File: src/rtl/sobel_tile_sequencer.sv
// Walks 5x5 windows over a frame (stride 3), feeds each to the Sobel unit and offers the 3x3 tile downstream.
// Optional Sobel handshake watchdog: define SOBEL_SEQ_TIMEOUT_EN.
module sobel_tile_sequencer #(
    parameter int unsigned IMG_W  = 64,
    parameter int unsigned IMG_H  = 64,
    parameter int unsigned ADDR_W = 12
) (
    input  logic              clk,
    input  logic              rst_n,
    input  logic              frame_start,
    output logic [ADDR_W-1:0] ram_addr,
    output logic              ram_rd,
    input  logic [7:0]        ram_data,
    output logic [199:0]      win_flat,
    output logic              sobel_start,
    input  logic              sobel_q,
    output logic              tile_valid,
    input  logic              tile_ready,
    output logic [7:0]        tile_x,
    output logic [7:0]        tile_y,
    output logic              busy,
    output logic              frame_done,
    output logic              err
);
    localparam int unsigned OX_MAX = IMG_W - 5;
    localparam int unsigned OY_MAX = IMG_H - 5;

    typedef enum logic [2:0] {IDLE, FETCH, LAUNCH, WAIT_Q, PRESENT, DRAIN, DONE} state_e;

    state_e            state_q;
    logic [7:0]        ox_q, oy_q, ox_d, oy_d;
    logic [2:0]        fr_q, fc_q, fr_d, fc_d;   // window row/col of the read on ram_addr
    logic [4:0]        cnt_q;                    // FETCH cycle index, 0..25
    logic              last_win_d;
    logic [ADDR_W-1:0] ram_addr_q;
    logic              ram_rd_q, sobel_start_q, tile_valid_q, busy_q, frame_done_q;
    logic [199:0]      win_q;
    logic [7:0]        tile_x_q, tile_y_q;

    function automatic logic [ADDR_W-1:0] pix_addr(input logic [7:0] y, input logic [7:0] x,
                                                   input logic [2:0] r, input logic [2:0] c);
        return ADDR_W'((32'(y) + 32'(r)) * IMG_W + 32'(x) + 32'(c));
    endfunction

    // Next window origin; the last column/row is clamped so it may overlap the previous tile.
    always_comb begin
        ox_d = ox_q;
        oy_d = oy_q;
        if (32'(ox_q) == OX_MAX) begin
            ox_d = '0;
            oy_d = (32'(oy_q) + 32'd3 > OY_MAX) ? 8'(OY_MAX) : oy_q + 8'd3;
        end else begin
            ox_d = (32'(ox_q) + 32'd3 > OX_MAX) ? 8'(OX_MAX) : ox_q + 8'd3;
        end
        last_win_d = (32'(ox_q) == OX_MAX) && (32'(oy_q) == OY_MAX);
        fr_d = (fc_q == 3'd4) ? fr_q + 3'd1 : fr_q;
        fc_d = (fc_q == 3'd4) ? 3'd0 : fc_q + 3'd1;
    end

`ifdef SOBEL_SEQ_TIMEOUT_EN
    logic [3:0] to_q;
    logic       err_q;
    assign err = err_q;
`else
    assign err = 1'b0;
`endif

    always_ff @(posedge clk or negedge rst_n) begin
        if (!rst_n) begin
            state_q       <= IDLE;
            ox_q          <= '0;
            oy_q          <= '0;
            fr_q          <= '0;
            fc_q          <= '0;
            cnt_q         <= '0;
            ram_addr_q    <= '0;
            ram_rd_q      <= 1'b0;
            win_q         <= '0;
            sobel_start_q <= 1'b0;
            tile_valid_q  <= 1'b0;
            tile_x_q      <= '0;
            tile_y_q      <= '0;
            busy_q        <= 1'b0;
            frame_done_q  <= 1'b0;
`ifdef SOBEL_SEQ_TIMEOUT_EN
            to_q          <= '0;
            err_q         <= 1'b0;
`endif
        end else begin
            case (state_q)
                IDLE: begin
                    if (frame_start) begin
                        state_q    <= FETCH;
                        busy_q     <= 1'b1;
                        ox_q       <= '0;
                        oy_q       <= '0;
                        fr_q       <= '0;
                        fc_q       <= '0;
                        cnt_q      <= '0;
                        ram_rd_q   <= 1'b1;
                        ram_addr_q <= '0;
                    end
                end
                // Read k issued in cycle k lands on ram_data in cycle k+1.
                FETCH: begin
                    for (int k = 0; k < 25; k++) begin
                        if (cnt_q == 5'(k + 1)) win_q[8*k +: 8] <= ram_data;
                    end
                    if (cnt_q == 5'd25) begin
                        state_q       <= LAUNCH;
                        sobel_start_q <= 1'b1;
`ifdef SOBEL_SEQ_TIMEOUT_EN
                        to_q          <= '0;
`endif
                    end else begin
                        cnt_q <= cnt_q + 5'd1;
                        if (cnt_q == 5'd24) begin
                            ram_rd_q <= 1'b0;
                        end else begin
                            fr_q       <= fr_d;
                            fc_q       <= fc_d;
                            ram_addr_q <= pix_addr(oy_q, ox_q, fr_d, fc_d);
                        end
                    end
                end
                LAUNCH: state_q <= WAIT_Q;
                WAIT_Q: begin
                    if (sobel_q) begin
                        state_q      <= PRESENT;
                        tile_valid_q <= 1'b1;
                        tile_x_q     <= ox_q;
                        tile_y_q     <= oy_q;
                    end
`ifdef SOBEL_SEQ_TIMEOUT_EN
                    else if (to_q == 4'hF) begin
                        state_q       <= IDLE;
                        err_q         <= 1'b1;
                        sobel_start_q <= 1'b0;
                        busy_q        <= 1'b0;
                    end else begin
                        to_q <= to_q + 4'd1;
                    end
`endif
                end
                PRESENT: begin
                    if (tile_ready) begin
                        state_q       <= DRAIN;
                        tile_valid_q  <= 1'b0;
                        sobel_start_q <= 1'b0;
`ifdef SOBEL_SEQ_TIMEOUT_EN
                        to_q          <= '0;
`endif
                    end
                end
                // Never relaunch while the Sobel unit still reports the old done.
                DRAIN: begin
                    if (!sobel_q) begin
                        if (last_win_d) begin
                            state_q      <= DONE;
                            frame_done_q <= 1'b1;
                            busy_q       <= 1'b0;
                        end else begin
                            state_q    <= FETCH;
                            ox_q       <= ox_d;
                            oy_q       <= oy_d;
                            fr_q       <= '0;
                            fc_q       <= '0;
                            cnt_q      <= '0;
                            ram_rd_q   <= 1'b1;
                            ram_addr_q <= pix_addr(oy_d, ox_d, 3'd0, 3'd0);
                        end
                    end
`ifdef SOBEL_SEQ_TIMEOUT_EN
                    else if (to_q == 4'hF) begin
                        state_q <= IDLE;
                        err_q   <= 1'b1;
                        busy_q  <= 1'b0;
                    end else begin
                        to_q <= to_q + 4'd1;
                    end
`endif
                end
                DONE: begin
                    state_q      <= IDLE;
                    frame_done_q <= 1'b0;
                end
                default: state_q <= IDLE;
            endcase
        end
    end

    assign ram_addr    = ram_addr_q;
    assign ram_rd      = ram_rd_q;
    assign win_flat    = win_q;
    assign sobel_start = sobel_start_q;
    assign tile_valid  = tile_valid_q;
    assign tile_x      = tile_x_q;
    assign tile_y      = tile_y_q;
    assign busy        = busy_q;
    assign frame_done  = frame_done_q;

endmodule

File: config.mk
export PLATFORM = sky130hd
export DESIGN_NAME = sobel_tile_sequencer
export DESIGN_NICKNAME = d
export VERILOG_FILES = /design/src/rtl/sobel_tile_sequencer.sv
export SDC_FILE = /design/constraint.sdc
export NUM_CORES = 1
export LEC_CHECK = 0
export BUFFER_PORTS_ARGS = -buffer_cell sky130_fd_sc_hd__buf_2
export CORE_MARGIN = 3
export CORE_UTILIZATION = 49
export DETAILED_ROUTE_END_ITERATION = 7
export PLACE_DENSITY = 0.76
export SYNTH_ARGS = -nofsm -noshare
export SYNTH_HDL_FRONTEND = slang
export SYNTH_SLANG_ARGS = --single-unit
File: constraint.sdc
create_clock -name clk -period 2.8 [get_ports clk]
set_input_delay 0.14 -clock clk [delete_from_list [all_inputs] [get_ports clk]]
set_output_delay 0.14 -clock clk [all_outputs]
set_load 0.02 [all_outputs]
==> flow_metrics.env, run 1 <==
export IMPL_stdcell_area_um2=14600
export IMPL_fp_row_count=55
export IMPL_finalSetupViolations=0
export IMPL_synth_simple_area_share_pct=8.91
export IMPL_dpl_cell_area_um2=13600
export IMPL_ys_ff_latch=263
export IMPL_synth_fa_ha_area_share_pct=3.10
export IMPL_synth_edf_count=0
export IMPL_synthMuxAreaShare_pct=20.9
export IMPL_track_usage_pct=23.3
export IMPL_grt_pass1_vias=8612
export IMPL_drc_errors=0
export IMPL_placement_io_buffers=245
export IMPL_synth_compound_area_share_pct=6.84
export IMPL_p_per_area_nw_per_um2=826
export IMPL_ys_flop_type="dfrtp_1"
export IMPL_holdWs_ns=0.180
export IMPL_numCtsBuffers=28
export IMPL_wire_per_inst_um=20.0
export IMPL_synth_cell_area_um2=11600
export IMPL_synth_cell_types=70
export IMPL_clk_latency_ns=0.55
export IMPL_antenna_found_initial=0
export IMPL_vdd_drop_max_uv=698
export IMPL_start_kind="register"
export IMPL_path_class="reg -> reg"
export IMPL_grt_met3_usage_pct=6.51
export IMPL_routabilityCongestion=0.892
export IMPL_synth_warnings=0
export IMPL_htreeDepth=1
export IMPL_path_clk_slew_ns=0.06
export IMPL_cts_buffer_depth=3
export IMPL_min_path_type="in -> async"
export IMPL_core_area_um2=23000
export IMPL_met1_usage_pct=29.8
export IMPL_num_fill_cells=1809
export IMPL_min_period_ns=2.71
export IMPL_grt_max_degree=82
export IMPL_crit_required_ns=3.23
export IMPL_worst_slew_pin_slew_ns=0.740
export IMPL_cp_arrival_ns=3.14
export IMPL_ios=247
export IMPL_status="finished clean"
export IMPL_areaGrowthSynthToFinish_pct=25.7
export IMPL_synth_async_reset_ratio_pct=100
export IMPL_drtIter0Drc=444
export IMPL_synth_top_family_by_area="multiplexers"
export IMPL_avgViaCountPerCell=5.48
export IMPL_layout_worst_path_cycle_share_pct=96.7
export IMPL_syn_area_per_cell_um2=12.8
export IMPL_maxCapViolCount=0
export IMPL_diodes=0
export IMPL_grt_overflow=0
export IMPL_fmax_ghz=0.369
export IMPL_grt_first_pass_wirelength_um=48100
export IMPL_initial_core_util_pct=50.6
export IMPL_num_vias=8375
export IMPL_rsz0062_at_grt="yes"
export IMPL_grt_busiest_layer="met2"
export IMPL_die_y_um=160
export IMPL_syn_inst=906
export IMPL_die_x_um=160
export IMPL_slew_violations=0
export IMPL_cts_tree="yes"
export IMPL_final_antenna_net_count=0
export IMPL_utilization_pct=63.7
export IMPL_hold_viol=0
export IMPL_layout_drive_gt1_share_pct=49.6
export IMPL_place_hpwl_um=21000
export IMPL_synth_xor_area_share_pct=1.66
export IMPL_cts_root_buf="clkbuf_16"
export IMPL_fin_nets=1237
export IMPL_max_slew_margin_pct=50.6
export IMPL_wl_um=30500
export IMPL_cts_sink_count=263
export IMPL_drtPass1Iterations=5
export IMPL_design_die_area_um2=25600
export IMPL_clock_skew_ns=0.0147
export IMPL_crit_path_end_kind="register"
export IMPL_p_leak_nw=7.37
export IMPL_grtUsageMet2_pct=39.4
export IMPL_critical_path_max_fanout=4
export IMPL_seq_area_frac_synth_pct=56.5
[cell usage after synthesis (3+ instances only)]
cell type  count  area [um2]
o22ai_1        5        31.3
nor2_1        26        97.6
nor2b_1        9        56.3
and3_1         6        37.5
and2_1        12        75.1
nor3_1        10        50.1
nand2_1       65         244
xnor2_1       15         131
nand2b_1       8        50.1
nand4_1        6        37.5
a21o_1         5        37.5
xor2_1         7        61.3
o21ai_0       41         205
buf_2          3        15.0
mux2_2       215        2420
a22o_1         5        43.8
fa_1           3        60.1
a21oi_1       25         125
o211ai_1       3        22.5
nand3_1       22         110
or3_1          3        18.8
nor2_2         6        37.5
o21a_1         4        30.0
ha_1          24         300
a31oi_1        6        37.5
a22oi_1        3        22.5
clkbuf_1      40         150
dfrtp_1      263        6580
inv_1         14        52.6
[path summary, 6_finish.rpt]
kind / startpoint / end / slack [ns] / cells after the start
worst min-delay path: rst_n / tile_x[4] / 0.18 / 2
worst max-delay path: fc_q[0] / ram_addr[11] / 0.09 / 12
worst min register to register: tile_x[0] / tile_x[0] / 0.48 / 2
max in group asynchronous: rst_n / ox_q[1] / 1.86 / 3
worst max register to register: fc_q[0] / ram_addr[11] / 0.09 / 12
min in group clk: frame_start / state_q[1] / 0.23 / 5
[through the flow]
step,cells,total power (W),worst slack (ns),setup TNS (ns)
final,1529,0.0121,0.0911,0
after global routing,1529,0.0127,-0.0215,-0.0420
after CTS,1526,0.0121,0.00238,0
after detailed placement,1473,0.00837,-0.0636,-0.125
after global placement,1473,0.00827,0.00119,0
after floorplan,909,0.00702,0.00801,0
[layer usage]
layer  vias to the layer above  wire (um)  part of all wire [%]
met3                        58       2440                   8.0
met1                      4217      12300                    40
li1                       3807          -                     -
met4                         0        833                   2.7
met2                       293      14900                    49
met5                         -          0                     0
[where the power goes]
part | switching [W] | internal (W) | leakage, nW | total [W]
clock network | 0.00150 | 0.00222 | 0.470 | 0.00371
logic | 0.00222 | 0.00135 | 3.46 | 0.00357
registers | 0.000402 | 0.00440 | 3.43 | 0.00481
total | 0.00412 | 0.00797 | 7.37 | 0.0121
[repair_timing]
action,CTS,global route
setup endpoints to repair,3,8
buffers inserted,0,3
hold buffers,4,0
endpoints found under the hold margin,79,0
resized for setup,3,18
pin swaps,1,7
gates cloned,0,0
[placed cells by master, fill, tap and decap left out, types with 6 or more instances in the layout]
cell type | Yosys | layout
dfrtp_1 | 263 | 261
buf_2 | 3 | 244
mux2_2 | 215 | 214
nand2_1 | 65 | 63
buf_4 | 1 | 53
o21ai_0 | 41 | 39
clkbuf_16 | 0 | 28
nor2_1 | 26 | 26
a21oi_1 | 25 | 23
nand3_1 | 22 | 22
ha_1 | 24 | 20
xnor2_1 | 15 | 14
inv_1 | 14 | 12
and2_1 | 12 | 12
clkbuf_8 | 0 | 11
nor2b_1 | 9 | 9
nor3_1 | 10 | 9
nand2b_1 | 8 | 8
xor2_1 | 7 | 7
and3_1 | 6 | 6
nand4_1 | 6 | 6
a31oi_1 | 6 | 6
nor2_2 | 6 | 6
[area by class of cell]
type | instances | area, um2 | area share (%)
multi-input cells | 585 | 4920 | 33.6
clock buffers | 43 | 867 | 5.93
clock inverters | 6 | 80.1 | 0.547
repair buffers | 305 | 1730 | 11.9
well taps | 313 | 392 | 2.68
flip-flops and latches | 263 | 6580 | 45.0
inverters | 14 | 52.6 | 0.359
[sequential cells by signal, summed over array words and instances, names as in the netlist]
signal       flops
state_q          3
frame_done       1
ram_addr        12
tile_y           8
sobel_start      1
tile_x           8
fc_q             3
cnt_q            5
ox_q             8
tile_valid       1
ram_rd           1
oy_q             8
busy             1
win_flat       200
fr_q             3
[cells by family after synthesis]
kind of cell | Yosys count
mux | 216
buf+inv | 61
flops | 263
fa+ha+maj | 27
compound gates | 121
xor+xnor | 22
simple gates | 195
other cells | 1
[worst max-delay path, stage by stage, from the launching register on]
cell	delay (ns)
dfrtp_1	0.38
inv_2	0.08
ha_4	0.15
nand2_4	0.07
mux2_4	0.32
fa_1	0.51
ha_4	0.32
nand3_1	0.09
o21ai_2	0.13
nand2_2	0.07
o22ai_2	0.12
mux2i_1	0.09
a221o_1	0.25
(Power assumes the default switching activity.)
==> run 2, diff against run 1 <==
Settings changed: BUFFER_PORTS_ARGS -buffer_cell sky130_fd_sc_hd__buf_2 to -buffer_cell sky130_fd_sc_hd__buf_4, PLACE_DENSITY 0.76 to default, PLACE_DENSITY_LB_ADDON from default to 0.12.
==> run 2 against run 1 <==
Effect of this change:
- via count down 1.9%
- core utilization up 2.4 points
- register-to-register slack about the same
- highest routed layer unchanged
- final area up 3.8%
- clock-buffer cell count down 12
- largest power group unchanged
- first-iteration DRC count down 20%
- sequential share of layout area down 1.7 points
- clock power down 5.4%
- critical endpoint unchanged
==> flow_metrics.env, run 2 (synthesized netlist as in run 1, its figures left out) <==
export IMPL_worst_slew_pin_slew_ns=0.641
export IMPL_cts_buffer_depth=3
export IMPL_place_hpwl_um=21000
export IMPL_rr_worst_depth=12
export IMPL_hold_end="win_flat[23]"
export IMPL_drc_errors=0
export IMPL_ios=247
export IMPL_status="finished clean"
export IMPL_slowest_stage="fa_1"
export IMPL_hold_path_depth=2
export IMPL_tns_ns=0
export IMPL_drtIter0Drc=356
export IMPL_routabilityCongestion=0.831
export IMPL_crit_chain="inv_2 -> ha_4 -> nand2_4 -> mux2_4 -> fa_1 -> ha_4 -> nand3_2 -> o21ai_1 -> nand2_1 -> o22ai_2 -> mux2i_1 -> a221o_1"
export IMPL_cpPeakStageDelay_ns=0.51
export IMPL_max_slew_margin_pct=57.3
export IMPL_pre_cts_ws_ns=-0.0700
export IMPL_rr_endpoint="ram_addr[11]"
export IMPL_path_clk_slew_ns=0.06
export IMPL_core_area_um2=23000
export IMPL_p_int_w=0.00806
export IMPL_r2r_slack_ns=0.09
export IMPL_areaGrowthSynthToFinish_pct=30.5
export IMPL_htreeDepth=1
export IMPL_timing_rr_start="fc_q[1]"
export IMPL_design_die_area_um2=25600
export IMPL_grt_first_pass_wirelength_um=47500
export IMPL_combPwrFrac_pct=31.7
export IMPL_vdd_drop_max_uv=666
export IMPL_antenna_found_initial=0
export IMPL_track_usage_pct=23.0
export IMPL_rsz0062_at_grt="yes"
export IMPL_fp_row_count=55
export IMPL_die_x_um=160
export IMPL_cp_arrival_ns=3.14
export IMPL_numCtsBuffers=28
export IMPL_hold_viol=0
export IMPL_regArea_um2=6580
export IMPL_startpoint="fc_q[1]"
export IMPL_layout_worst_path_cycle_share_pct=96.9
export IMPL_num_fill_cells=1847
export IMPL_maxCapViolCount=0
export IMPL_cts_sink_count=263
export IMPL_cts_tree="yes"
export IMPL_p_per_area_nw_per_um2=805
export IMPL_path_buf_inv=1
export IMPL_mostFrequentLayoutCells="297 x buf_4, 261 x dfrtp_1, 214 x mux2_2"
export IMPL_switching_share_pct=34.1
export IMPL_clock_skew_ns=0.0136
export IMPL_wl_um=29700
export IMPL_diodes=0
export IMPL_finalSetupViolations=0
export IMPL_die_y_um=160
export IMPL_p_leak_nw=7.43
export IMPL_utilization_pct=66.1
export IMPL_min_period_ns=2.71
export IMPL_largest_reg_flops=200
export IMPL_drtPass1Iterations=5
export IMPL_fmax_ghz=0.369
export IMPL_grt_pass1_vias=8401
export IMPL_pwr_share_seq_pct=39.6
export IMPL_wire_per_inst_um=19.5
export IMPL_critPathTopFamily="adder cells"
export IMPL_crit_path_end_kind="register"
export IMPL_final_common_cell="buf_4"
export IMPL_min_from="ram_data[7]"
export IMPL_multiInputGateArea_um2=4940
export IMPL_min_path_type="in -> reg"
export IMPL_grt_overflow=0
export IMPL_num_vias=8212
export IMPL_critical_path_max_fanout=4
export IMPL_cts_root_buf="clkbuf_16"
export IMPL_grt_max_degree=83
export IMPL_clk_latency_ns=0.54
export IMPL_cp_common_cell="ha_4"
export IMPL_power_share_clock_pct=28.7
export IMPL_holdWs_ns=0.109
export IMPL_avgViaCountPerCell=5.37
export IMPL_crit_required_ns=3.22
export IMPL_slew_violations=0
export IMPL_fin_nets=1237
export IMPL_final_antenna_net_count=0
export IMPL_layout_drive_gt1_share_pct=49.9
export IMPL_power_w=0.0122
export IMPL_placement_io_buffers=245
export IMPL_start_kind="register"
export IMPL_path_class="reg -> reg"
export IMPL_worst_slack_ns=0.0864
export IMPL_switching_power_w=0.00417
export IMPL_initial_core_util_pct=50.6
[run 2: power by group through the flow]
stage	clock network (W)	registers [W]	logic, W
2_1_floorplan	0	0.00543	0.00158
3_3_place_gp	0	0.00486	0.00379
3_5_place_dp	0	0.00488	0.00384
4_1_cts	0.00359	0.00483	0.00386
5_1_grt	0.00375	0.00492	0.00421
6_report	0.00351	0.00484	0.00388
[run 2: layout make-up]
| type | instances | share of cell area [%] |
|---|---|---|
| Multi-Input combinational cell | 585 | 32.5 |
| Clock inverter | 17 | 0.881 |
| Timing Repair Buffer | 305 | 15.4 |
| Tap cell | 313 | 2.58 |
| Sequential cell | 263 | 43.3 |
| Clock buffer | 31 | 4.88 |
| Inverter | 14 | 0.346 |
[run 2: repair_timing]
item | 4_1_cts | 5_1_grt
gates resized for setup | 6 | 18
hold endpoints to repair | 82 | 0
setup buffers | 0 | 1
hold buffers | 4 | 0
setup endpoints to repair | 3 | 20
pin swaps | 4 | 7
[run 2: worst reg2reg max path, stage by stage (launching register included)]
cell and delay [ns]:
dfrtp_1 0.39, inv_2 0.09, ha_4 0.15, nand2_4 0.07, mux2_4 0.32, fa_1 0.51, ha_4 0.32, nand3_2 0.07
o21ai_1 0.14, nand2_1 0.09, o22ai_2 0.13, mux2i_1 0.09, a221o_1 0.25
[run 2: metal layers]
| metal | global-route usage [%] | part of all wire, % | up-vias |
|---|---|---|---|
| met5 | 0 | 0 | - |
| met4 | 4.97 | 1.8 | 0 |
| met3 | 7.50 | 7.8 | 34 |
| met2 | 37.4 | 48 | 220 |
| met1 | 30.3 | 43 | 4166 |
| li1 | - | - | 3792 |
[run 2: per-stage QoR]
step,cell area [um2],std cells
final,15200,1528
after floorplan,11700,909
after detailed placement,14200,1475
after CTS,15100,1527
after global routing,15200,1528
after global placement,14200,1475
[run 2: worst max path at each step]
stage                              end  depth (start not counted)
after floorplan           ram_addr[11]                         12
after global placement    ram_addr[10]                         12
after detailed placement  ram_addr[10]                         14
after CTS                 ram_addr[11]                         13
after global routing      ram_addr[11]                         10
final                     ram_addr[11]                         12
==> run 3, diff against run 2 <==
Settings changed: CORE_UTILIZATION 49 to 34.
==> run 3 against run 2 <==
Effect of this change:
- sequential cell count unchanged
- largest cell class unchanged
- via count decreased by 0.19%
- sequential share of layout area decreased by 0.73 points
- critical path depth unchanged
- combinational power increased by 1%
- register-to-register slack got worse by 0.05 ns
- fmax decreased by 1.8%
- first-iteration DRC count decreased by 13%
- clock-buffer cell count increased by 15
- final area increased by 1.7%
- worst setup slack got worse by 0.050 ns
==> flow_metrics.env, run 3 (synthesized netlist as in run 1, its figures left out) <==
export IMPL_status="finished clean"
export IMPL_worst_slew_pin_slew_ns=0.590
export IMPL_critical_path_max_fanout=4
export IMPL_die_x_um=191
export IMPL_topRoutingLayerUsed="met4"
export IMPL_wl_met2_um=16200
export IMPL_areaGrowthSynthToFinish_pct=32.7
export IMPL_cts_tree="yes"
export IMPL_cp_arrival_ns=3.19
export IMPL_layout_worst_path_cycle_share_pct=98.7
export IMPL_finalSetupViolations=0
export IMPL_track_usage_pct=17.9
export IMPL_grt_first_pass_wirelength_um=51200
export IMPL_maxCapViolCount=0
export IMPL_largest_reg_flops=200
export IMPL_grt_pass1_vias=8680
export IMPL_initial_core_util_pct=34.6
export IMPL_fmax_ghz=0.362
export IMPL_path_class="reg -> reg"
export IMPL_wire_per_inst_um=19.7
export IMPL_place_hpwl_um=22800
export IMPL_grt_overflow=0
export IMPL_p_leak_nw=7.47
export IMPL_rsz0062_at_grt="yes"
export IMPL_final_common_cell="buf_4"
export IMPL_grt_max_degree=79
export IMPL_routabilityCongestion=0.817
export IMPL_avgViaCountPerCell=4.90
export IMPL_wirelength_met1_um=14000
export IMPL_min_path_type="in -> reg"
export IMPL_start_kind="register"
export IMPL_crit_required_ns=3.23
export IMPL_clk_latency_ns=0.55
export IMPL_min_period_ns=2.76
export IMPL_numCtsBuffers=31
export IMPL_core_area_um2=33600
export IMPL_cts_buffer_depth=3
export IMPL_wl_met3_um=2380
export IMPL_cts_root_buf="clkbuf_16"
export IMPL_switching_power_w=0.00422
export IMPL_p_int_w=0.00827
export IMPL_ios=247
export IMPL_fin_nets=1245
export IMPL_pwr_share_seq_pct=38.5
export IMPL_slew_violations=0
export IMPL_utilization_pct=46.0
export IMPL_p_per_area_nw_per_um2=809
export IMPL_path_clk_slew_ns=0.06
export IMPL_worst_slack_ns=0.0363
export IMPL_vdd_drop_max_uv=524
export IMPL_cts_sink_count=263
export IMPL_holdWs_ns=0.123
export IMPL_final_antenna_net_count=0
export IMPL_design_die_area_um2=36500
export IMPL_diodes=0
export IMPL_switching_share_pct=33.8
export IMPL_combPwrFrac_pct=31.4
export IMPL_die_y_um=191
export IMPL_num_vias=8196
export IMPL_placement_io_buffers=245
export IMPL_drtPass1Iterations=5
export IMPL_num_fill_cells=3162
export IMPL_max_slew_margin_pct=60.6
export IMPL_power_share_clock_pct=30.1
export IMPL_drtIter0Drc=310
export IMPL_clock_skew_ns=0.00882
export IMPL_htreeDepth=1
export IMPL_layout_drive_gt1_share_pct=49.3
export IMPL_wl_um=32900
export IMPL_drc_errors=0
export IMPL_mostFrequentLayoutCells="301 x buf_4, 262 x dfrtp_1, 214 x mux2_2"
export IMPL_crit_path_end_kind="register"
export IMPL_hold_viol=0
export IMPL_antenna_found_initial=0
export IMPL_fp_row_count=67
export IMPL_pre_cts_ws_ns=-0.107
==> run 3: cell count changes in the layout (fill, tap and decap cells not counted), sizes merged <==
cell,previous run,this run
buf,301,306
bufinv,1,0
clkbuf,31,46
clkinv,14,6
clkinvlp,2,1
==> run 3: worst paths after layout <==
| kind | startpoint | endpoint | slack, ns | depth (start not counted) |
|---|---|---|---|---|
| min in group asynchronous | rst_n | tile_x[4] | 0.13 | 2 |
| setup reg to reg | fc_q[0] | ram_addr[11] | 0.04 | 12 |
| setup / recovery | fc_q[0] | ram_addr[11] | 0.04 | 12 |
| hold / removal | ram_data[7] | win_flat[47] | 0.12 | 2 |
| hold reg to reg | tile_y[1] | tile_y[1] | 0.48 | 2 |
| max in group asynchronous | rst_n | win_flat[51] | 1.83 | 3 |
==> run 3: power by group through the flow <==
stage / registers, W / clock network [W] / logic, W
floorplan: 0.00543 / 0 / 0.00158
global placement: 0.00486 / 0 / 0.00392
detailed placement: 0.00487 / 0 / 0.00393
CTS: 0.00482 / 0.00390 / 0.00396
global route: 0.00490 / 0.00406 / 0.00428
finish: 0.00481 / 0.00376 / 0.00392
==> run 3: final cells by class <==
cell class                      count  area [um2]  area share, %
Timing Repair Buffer              310        2390           15.5
Clock buffer                       46         902           5.84
Sequential cell                   263        6580           42.6
Multi-Input combinational cell    585        4920           31.8
Tap cell                          448         561           3.63
Clock inverter                      7        37.5          0.243
Inverter                           14        52.6          0.340
==> run 3: what timing repair did <==
item / in CTS / in global routing
hold endpoints to repair: 108 / 0
setup buffers: 0 / 1
hold buffers: 4 / 0
pin swaps: 2 / 10
endpoints found under the setup margin: 4 / 10
gates resized for setup: 6 / 14
==> run 3: critical path: stages (launching register included) <==
cell	delay, ns
dfrtp_1	0.39
inv_2	0.09
ha_4	0.16
nand2_4	0.07
mux2_4	0.33
fa_1	0.51
ha_4	0.32
nand3_1	0.07
o21ai_1	0.13
nand2_1	0.10
o22ai_2	0.12
mux2i_1	0.10
a221o_1	0.26
==> run 3: routing by layer <==
metal	GRT usage, %	vias up
met4	3.02	0
met3	5.41	34
met5	0	-
li1	-	3814
met1	22.8	4158
met2	30.6	190
==> run 3: through the flow <==
stage / std cells / cell area [um2] / total power [W] / TNS [ns]
after global placement: 1615 / 14400 / 0.00878 / -0.0750
final: 1673 / 15500 / 0.0125 / 0
after floorplan: 909 / 11700 / 0.00702 / 0
after detailed placement: 1615 / 14400 / 0.00880 / -0.314
after CTS: 1672 / 15400 / 0.0127 / 0
after global routing: 1673 / 15500 / 0.0132 / -0.234
